[src/rtl/seq_divider_pkg.sv]
// Shared types and constants for the iterative restoring divider.
`ifndef XLEN
`define XLEN 32
`endif

package seq_divider_pkg;

    // RISC-V M-extension divide/remainder flavours; encoding matches the op port.
    typedef enum logic [1:0] {
        DIV  = 2'd0,
        DIVU = 2'd1,
        REM  = 2'd2,
        REMU = 2'd3
    } div_op_t;

    typedef enum logic [1:0] {
        IDLE  = 2'd0,
        ITER  = 2'd1,
        FIXUP = 2'd2,
        DONE  = 2'd3
    } div_state_t;

    // Wide enough to count N-1 down to 0.
    localparam int DIV_CNT_W = $clog2(`XLEN);

    function automatic logic op_is_signed(input div_op_t op);
        return (op == DIV) || (op == REM);
    endfunction

    function automatic logic op_is_rem(input div_op_t op);
        return (op == REM) || (op == REMU);
    endfunction

endpackage

[src/rtl/AdderNZCV.sv]
// Ripple-style N-bit adder/subtractor with NZCV flags.
// control=1 computes a - b as a + ~b + 1; c=1 then means "no borrow".
module AdderNZCV #(
    parameter int N = 33
) (
    input  logic [N-1:0] a,
    input  logic [N-1:0] b,
    input  logic         control,
    output logic [N-1:0] s,
    output logic         n,
    output logic         z,
    output logic         c,
    output logic         v
);

    logic [N-1:0] b_eff;

    assign b_eff  = b ^ {N{control}};
    assign {c, s} = {1'b0, a} + {1'b0, b_eff} + {{N{1'b0}}, control};
    assign n      = s[N-1];
    assign z      = (s == '0);
    assign v      = (a[N-1] == b_eff[N-1]) && (s[N-1] != a[N-1]);

endmodule

[src/rtl/seq_divider.sv]
// Iterative restoring divider for DIV/DIVU/REM/REMU: one quotient bit per
// cycle through a single shared N+1-bit subtractor, plus one fixed fix-up
// cycle that reuses the same subtractor to negate signed results.
module seq_divider
    import seq_divider_pkg::*;
#(
    parameter int N = `XLEN
) (
    input  logic         clk,
    input  logic         rst_n,
    input  logic         in_valid,
    output logic         in_ready,
    input  logic [1:0]   op,
    input  logic [N-1:0] dividend,
    input  logic [N-1:0] divisor,
    input  logic         kill,
    output logic         out_valid,
    input  logic         out_ready,
    output logic [N-1:0] result,
    output logic         busy
);

    localparam logic [N-1:0] MOST_NEG = {1'b1, {(N-1){1'b0}}};

    div_state_t           state;
    div_op_t              cur_op;
    logic [DIV_CNT_W-1:0] counter;
    logic [N-1:0]         quo;
    logic [N-1:0]         rem;
    logic [N-1:0]         dvsr;
    logic                 neg_q;
    logic                 neg_r;

    // Shared subtractor ports.
    logic [N:0]           adder_a;
    logic [N:0]           adder_b;
    logic                 adder_ctl;
    logic [N:0]           adder_sum;
    logic                 adder_c;
    logic                 flag_n_unused;
    logic                 flag_z_unused;
    logic                 flag_v_unused;
    logic                 sum_msb_unused;

    // Request decode on the raw inputs, used only in IDLE.
    div_op_t              in_op;
    logic                 in_signed;
    logic                 in_rem;
    logic                 in_div_zero;
    logic                 in_overflow;

    // Fix-up operand selection.
    logic [N-1:0]         fix_val;
    logic                 fix_neg;

    assign in_ready  = (state == IDLE);
    assign busy      = (state != IDLE);
    assign out_valid = (state == DONE);

    assign in_op       = div_op_t'(op);
    assign in_signed   = op_is_signed(in_op);
    assign in_rem      = op_is_rem(in_op);
    assign in_div_zero = (divisor == '0);
    assign in_overflow = in_signed && (dividend == MOST_NEG) && (divisor == '1);

    assign fix_val = op_is_rem(cur_op) ? rem : quo;
    assign fix_neg = op_is_rem(cur_op) ? neg_r : neg_q;

    // Trial remainder never exceeds the divisor, so the sum MSB carries no information.
    assign sum_msb_unused = adder_sum[N];

    // Magnitude of a signed operand; the most-negative value maps to 2^(N-1), which fits.
    function automatic logic [N-1:0] magnitude(input logic [N-1:0] x, input logic is_signed);
        return (is_signed && x[N-1]) ? (~x + 1'b1) : x;
    endfunction

    AdderNZCV #(.N(N + 1)) u_adder (
        .a       (adder_a),
        .b       (adder_b),
        .control (adder_ctl),
        .s       (adder_sum),
        .n       (flag_n_unused),
        .z       (flag_z_unused),
        .c       (adder_c),
        .v       (flag_v_unused)
    );

    // Steer the shared subtractor: trial subtract in ITER, 0 - X in FIXUP, idle otherwise.
    always_comb begin
        // NOTE: every output gets a default first so no path through the case infers a latch.
        adder_a   = '0;
        adder_b   = '0;
        adder_ctl = 1'b0;
        case (state)
            ITER: begin
                adder_a   = {rem, quo[N-1]};
                adder_b   = {1'b0, dvsr};
                adder_ctl = 1'b1;
            end
            FIXUP: begin
                adder_a   = '0;
                adder_b   = {1'b0, fix_val};
                adder_ctl = 1'b1;
            end
            default: ;
        endcase
    end

    // Control FSM and datapath registers; kill beats every other transition.
    always_ff @(posedge clk or negedge rst_n) begin
        if (!rst_n) begin
            // NOTE: datapath registers are reset too, so nothing stale is ever observable on result.
            state   <= IDLE;
            cur_op  <= DIV;
            counter <= '0;
            quo     <= '0;
            rem     <= '0;
            dvsr    <= '0;
            neg_q   <= 1'b0;
            neg_r   <= 1'b0;
            result  <= '0;
        end else if (kill && (state != IDLE)) begin
            // NOTE: non-blocking assignments throughout, so every register sees pre-edge values.
            state <= IDLE;
        end else begin
            case (state)
                IDLE: begin
                    if (in_valid) begin
                        cur_op <= in_op;
                        if (in_div_zero) begin
                            result <= in_rem ? dividend : '1;
                            state  <= DONE;
                        end else if (in_overflow) begin
                            result <= in_rem ? '0 : dividend;
                            state  <= DONE;
                        end else begin
                            quo     <= magnitude(dividend, in_signed);
                            dvsr    <= magnitude(divisor, in_signed);
                            rem     <= '0;
                            neg_q   <= in_signed && (dividend[N-1] ^ divisor[N-1]);
                            neg_r   <= in_signed && dividend[N-1];
                            counter <= DIV_CNT_W'(N - 1);
                            state   <= ITER;
                        end
                    end
                end
                ITER: begin
                    if (adder_c) begin
                        rem <= adder_sum[N-1:0];
                    end else begin
                        rem <= {rem[N-2:0], quo[N-1]};
                    end
                    quo <= {quo[N-2:0], adder_c};
                    if (counter == '0) begin
                        state <= FIXUP;
                    end else begin
                        counter <= counter - 1'b1;
                    end
                end
                FIXUP: begin
                    result <= fix_neg ? adder_sum[N-1:0] : fix_val;
                    state  <= DONE;
                end
                DONE: begin
                    if (out_ready) begin
                        state <= IDLE;
                    end
                end
                default: state <= IDLE;
            endcase
        end
    end

endmodule

[config.mk]
export PLATFORM = sky130hd
export DESIGN_NAME = seq_divider
export DESIGN_NICKNAME = d
export VERILOG_FILES = /design/src/rtl/seq_divider_pkg.sv /design/src/rtl/AdderNZCV.sv /design/src/rtl/seq_divider.sv
export SDC_FILE = /design/constraint.sdc
export NUM_CORES = 1
export LEC_CHECK = 0
export ABC_CLOCK_PERIOD_IN_PS = 5600
export CAP_MARGIN = 40
export CORE_ASPECT_RATIO = 1.25
export CORE_UTILIZATION = 60
export DETAILED_ROUTE_END_ITERATION = 6
export HOLD_SLACK_MARGIN = 0.15
export PLACE_DENSITY_LB_ADDON = 0.2
export SETUP_SLACK_MARGIN = 0.4
export SLEW_MARGIN = 15
export SYNTH_ARGS = -nofsm -noshare
export SYNTH_HDL_FRONTEND = slang
export SYNTH_HIERARCHICAL = 1
export SYNTH_SLANG_ARGS = --single-unit
[constraint.sdc]
create_clock -name clk -period 5.6 [get_ports clk]
set_clock_uncertainty 0.1 [all_clocks]
set_input_delay 0.84 -clock clk [delete_from_list [all_inputs] [get_ports clk]]
set_output_delay 0.84 -clock clk [all_outputs]
set_load 0.01 [all_outputs]
==> results of run 1 <==
==> how the worst max path moves through the flow <==
stage	startpoint	to	slack, ns	depth (start not counted)
floorplan	state[0]	rem[15]	0.48	23
global placement	state[1]	result[30]	0.71	18
detailed placement	state[1]	result[30]	0.58	18
CTS	state[1]	result[30]	0.46	19
global route	state[1]	result[30]	0.39	19
finish	state[1]	result[30]	0.69	19
==> worst max-delay path, cell delays in order, from the launching register on <==
cell      delay [ns]
dfrtp_1         0.45
inv_1           0.15
ha_4            0.40
buf_4           0.29
a22oi_1         0.11
nor2_1          0.12
xor2_1          0.16
ha_1            0.34
a211oi_2        0.36
o21ai_1         0.30
a221oi_1        0.33
buf_4           0.19
o21bai_1        0.16
nand4_1         0.14
o211ai_1        0.18
or2_2           0.33
o211ai_1        0.27
mux2i_1         0.13
mux2i_1         0.18
mux2_2          0.17
==> registers in the layout (all words and copies together) (netlist names), 2 cells and up <==
| name | count |
|---|---|
| dvsr | 32 |
| quo | 32 |
| rem | 32 |
| result | 32 |
| counter | 5 |
| state | 2 |
==> per-stage QoR <==
stage | cell area (µm²) | utilization (%)
floorplan | 11860 | -
global placement | 13240 | 68.24
detailed placement | 13270 | 68.42
CTS | 13840 | 71.35
global route | 13940 | 71.85
finish | 13940 | 71.85
==> what timing repair did <==
action | 4_1_cts | 5_1_grt
hold buffers | 0 | 1
buffers inserted | 0 | 3
endpoints found under the setup margin | 0 | 24
gates resized for setup | 0 | 5
endpoints found under the hold margin | 0 | 3
==> cell type report <==
class | instances | share of cell area [%]
timing repair buffer | 148 | 10.62
tap | 265 | 2.379
sequential | 138 | 24.78
clock buffer | 17 | 3.052
inverter | 55 | 1.508
multi-input combinational | 1115 | 56.64
clock inverter | 15 | 1.023
==> per-layer routing <==
metal  vias to the layer above  part of all wire [%]  GRT usage [%]  wire [µm]
met5                         -                 0.063              0         22
li1                       5160                     -              -          -
met2                       493                    48          56.23      16710
met4                         4                   2.5          11.76        882
met3                        79                   7.0          4.906       2456
met1                      5329                    43          48.10      14870
==> report_power, final <==
group          internal, W  switching [W]
clock             0.000593       0.000530
combinational      0.00202        0.00289
sequential         0.00135       0.000324
total              0.00396        0.00375
==> results.json, run 1 <==
{
  "place_ws_ns": 0.5777,
  "final_cell_mix": "141 x nand2_1, 138 x dfrtp_1, 113 x nor2_1, 104 x clkdlybuf4s50_1, 102 x mux2_2",
  "crit_required_ns": 5.87,
  "first_global_vias": 10660,
  "multi_input_area_um2": 7895,
  "reg2reg_depth": 19,
  "finalPower_w": 0.007705,
  "rows": 57,
  "gp_congestion": 0.9260,
  "syn_to_final_growth_pct": 17.56,
  "peakVddDrop_v": 0.0003293,
  "tightest_slew_ns": 0.8649,
  "drt_iter0_drc": 1158,
  "fin_nets": 1591,
  "grt_pass1_wl_mm": 55.62,
  "setup_viol": 0,
  "grt_overflow": 0,
  "die_y_um": 159.2,
  "synth_warnings": 6,
  "hold_violations": 0,
  "coreArea_um2": 19400,
  "fin_crit_ns": 4.905,
  "cts_buffer_depth": 2,
  "crit_fanout": 31,
  "ioPinCount": 106,
  "min_path_type": "flip-flop to flip-flop",
  "die_w_um": 127.7,
  "start_util_pct": 61.12,
  "fmax_mhz": 203.9,
  "dieArea_um2": 20330,
  "synth_fp_nets": 1509,
  "hold_path_depth": 1,
  "fin_cells": 1753,
  "insertion_delay_ns": 0.44,
  "max_cap_violations": 0,
  "clock-root-buffer": "clkbuf_16",
  "crit_path_end_kind": "flip-flop",
  "drive_above_1_share_pct": 13.84,
  "syn_area_per_cell_um2": 8.511,
  "finalWorstSetupSlack_ns": 0.6946,
  "dp_cells": 1716,
  "synth_area_um2": 11860,
  "fill_cells": 1510,
  "final_common_cell": "nand2_1",
  "grt.total_usage_pct": 34.91,
  "p_leak_nw": 5.982,
  "whs_ns": 0.3998,
  "power.density_nw_per_um2": 552.8,
  "outcome": "completed",
  "hold_end": "result[3]",
  "ant_nets": 0,
  "r2r-start": "state[1]",
  "antenna_cells": 0,
  "portBuffers": 105,
  "path_class": "flip-flop to flip-flop",
  "hold_start": "result[3]",
  "drc": 0,
  "numCtsBuffers": 17,
  "arrival_ns": 5.18,
  "crit_path_start_kind": "flip-flop",
  "drv_slew": 0,
  "clkTransAtPathRegs_ns": 0.07,
  "wl_per_cell_um": 19.93,
  "post-dp-hpwl_mm": 25.33,
  "syn_inst": 1393,
  "relSlewSlack_pct": 42.20,
  "cts_tree": "built",
  "wl_mm": 34.94,
  "htree_num_levels": 4,
  "rrSetupSlack_ns": 0.69,
  "setup_tns_ns": 0,
  "grt_max_degree": 89,
  "dr_total_vias": 11070,
  "antenna_found_initial": 2,
  "clock-sinks": 138,
  "drtPass1Iterations": 5,
  "period_share_pct": 87.60,
  "seq_area_um2": 3453,
  "viasPerCell": 6.312,
  "rr_endpoint": "result[30]",
  "rsz0062_at_grt": "false"
}
Note: power is estimated with default switching activity, not from simulation.
==> run 2, diff against run 1 <==
--- a/config.mk
+++ b/config.mk
@@ -7,7 +7,6 @@
 export LEC_CHECK = 0
 export ABC_CLOCK_PERIOD_IN_PS = 5600
 export CAP_MARGIN = 40
-export CORE_ASPECT_RATIO = 1.25
 export CORE_UTILIZATION = 60
 export DETAILED_ROUTE_END_ITERATION = 6
 export HOLD_SLACK_MARGIN = 0.15
==> run 2 against run 1 <==
  * Sequential cell count did not move
  * Routed wire length fell by 0.74%
  * Setup slack got worse by 0.11 ns
  * Sequential share of layout area barely moved
  * Sequential power barely moved
  * Register-to-register slack got worse by 0.11 ns
  * Critical path depth rose by 1
  * Non-clock buffer count fell by 2
  * First-iteration DRC count fell by 15%
  * The run now ends with DRC left
  * Via count rose by 0.31%
  * Die area barely moved
==> results.json, run 2 (synthesis results as in run 1) <==
{
  "die_y_um": 142.6,
  "path_cells": "inv_1 -> ha_1 -> inv_1 -> buf_4 -> nor2_1 -> xor2_1 -> ha_1 -> a21oi_1 -> o21ai_0 -> a2111oi_0 -> o21bai_1 -> o21bai_1 -> a21o_1 -> a21oi_1 -> o211ai_1 -> nand2_1 -> buf_4 -> mux2_2 -> nand2_1 -> o21ai_0",
  "wl_per_cell_um": 19.80,
  "whs_ns": 0.1915,
  "insertion_delay_ns": 0.43,
  "outcome": "complete, but fails checks",
  "rsz0062_at_grt": "false",
  "tightest_slew_ns": 0.8741,
  "arrival_ns": 5.21,
  "drt_iter0_drc": 987,
  "clkTransAtPathRegs_ns": 0.07,
  "dr_total_vias": 11100,
  "clock-sinks": 138,
  "slowest_stage": "a2111oi_0",
  "first_global_vias": 10450,
  "power.density_nw_per_um2": 552.3,
  "coreArea_um2": 19400,
  "ctsHoldBuffers": 0,
  "grt_pass1_wl_mm": 55.43,
  "drc": 1,
  "grt.total_usage_pct": 35.46,
  "drive_above_1_share_pct": 13.66,
  "setup_viol": 0,
  "portBuffers": 105,
  "setup_tns_ns": 0,
  "rows": 51,
  "path_class": "flip-flop to flip-flop",
  "syn_to_final_growth_pct": 17.39,
  "crit_path_start_kind": "flip-flop",
  "fin_nets": 1589,
  "crit_buf_inv": 4,
  "numCtsBuffers": 17,
  "post-dp-hpwl_mm": 25.71,
  "dieArea_um2": 20330,
  "wl_mm": 34.68,
  "max_cap_violations": 0,
  "ioPinCount": 106,
  "final_cell_mix": "141 x nand2_1, 138 x dfrtp_1, 114 x nor2_1, 104 x clkdlybuf4s50_1, 102 x mux2_2",
  "antenna_cells": 0,
  "cts_tree": "built",
  "die_w_um": 142.6,
  "crit_required_ns": 5.79,
  "start_util_pct": 61.12,
  "hold_violations": 0,
  "gp_congestion": 0.9302,
  "crit_path_end_kind": "flip-flop",
  "critPathMaxStageDelay_ns": 0.58,
  "min_path_type": "input port to asynchronous set/reset pin",
  "final_common_cell": "nand2_1",
  "ant_nets": 0,
  "grt_max_degree": 76,
  "peakVddDrop_v": 0.0004270,
  "failed_checks": "DRC",
  "fin_cells": 1751,
  "cp_top_family": "compound AO/OA/AOI/OAI gates",
  "htree_num_levels": 4,
  "relSlewSlack_pct": 41.24,
  "antenna_found_initial": 0,
  "crit_fanout": 25,
  "p_leak_nw": 5.974,
  "fmax_mhz": 199.4,
  "cts_buffer_depth": 2,
  "fin_crit_ns": 5.015,
  "drv_slew": 0,
  "clock-root-buffer": "clkbuf_16",
  "viasPerCell": 6.339,
  "drtPass1Iterations": 7,
  "dp_cells": 1718,
  "grt_overflow": 0,
  "period_share_pct": 89.56
}
## run 2: where the power goes
part / switching [W] / total, W / internal, W / leakage [nW]
clock: 0.000488 / 0.00115 / 0.000664 / 0.279
sequential: 0.000320 / 0.00167 / 0.00135 / 1.73
combinational: 0.00287 / 0.00487 / 0.00200 / 3.97
## run 2: worst paths after layout
path / start / end / slack [ns] / cells after the start
setup / recovery: state[1] / rem[9] / 0.58 / 20
hold / removal: rst_n / rem[25] / 0.19 / 1
setup reg to reg: state[1] / rem[9] / 0.58 / 20
hold reg to reg: result[3] / result[3] / 0.39 / 1
max in group asynchronous: rst_n / dvsr[20] / 4.43 / 2
min in group clk: result[3] / result[3] / 0.39 / 1
## run 2: cell type report
cell class	instances	area, µm²
Multi-Input combinational cell	1115	7888
Timing Repair Buffer	146	1450
Clock inverter	15	163.9
Clock buffer	17	425.4
Tap cell	265	331.6
Sequential cell	138	3453
Fill cell	1546	5480
Inverter	55	206.4
## run 2: per-stage QoR
stage               cell area [µm²]  setup WS (ns)  power [W]  util [%]
finish                        13920         0.5846   0.007687     71.75
CTS                           13880         0.6469   0.007563     71.56
global route                  13920         0.4079   0.008160     71.75
floorplan                     11860         0.4800   0.004911         -
global placement              13230         0.9103   0.006245     68.20
detailed placement            13290         0.7464   0.006352     68.52
## run 2: what timing repair did
action	in CTS	in global routing
setup endpoints to repair	0	36
setup buffers	0	1
resized for setup	0	2
## run 2: routing by layer
layer / GRT usage [%] / vias to the layer above / part of all wire, %
li1: - / 5156 / -
met3: 5.922 / 71 / 9.0
met2: 55.55 / 530 / 45
met5: 0 / - / 0
met1: 49.29 / 5342 / 43
met4: 12.56 / 0 / 3.0
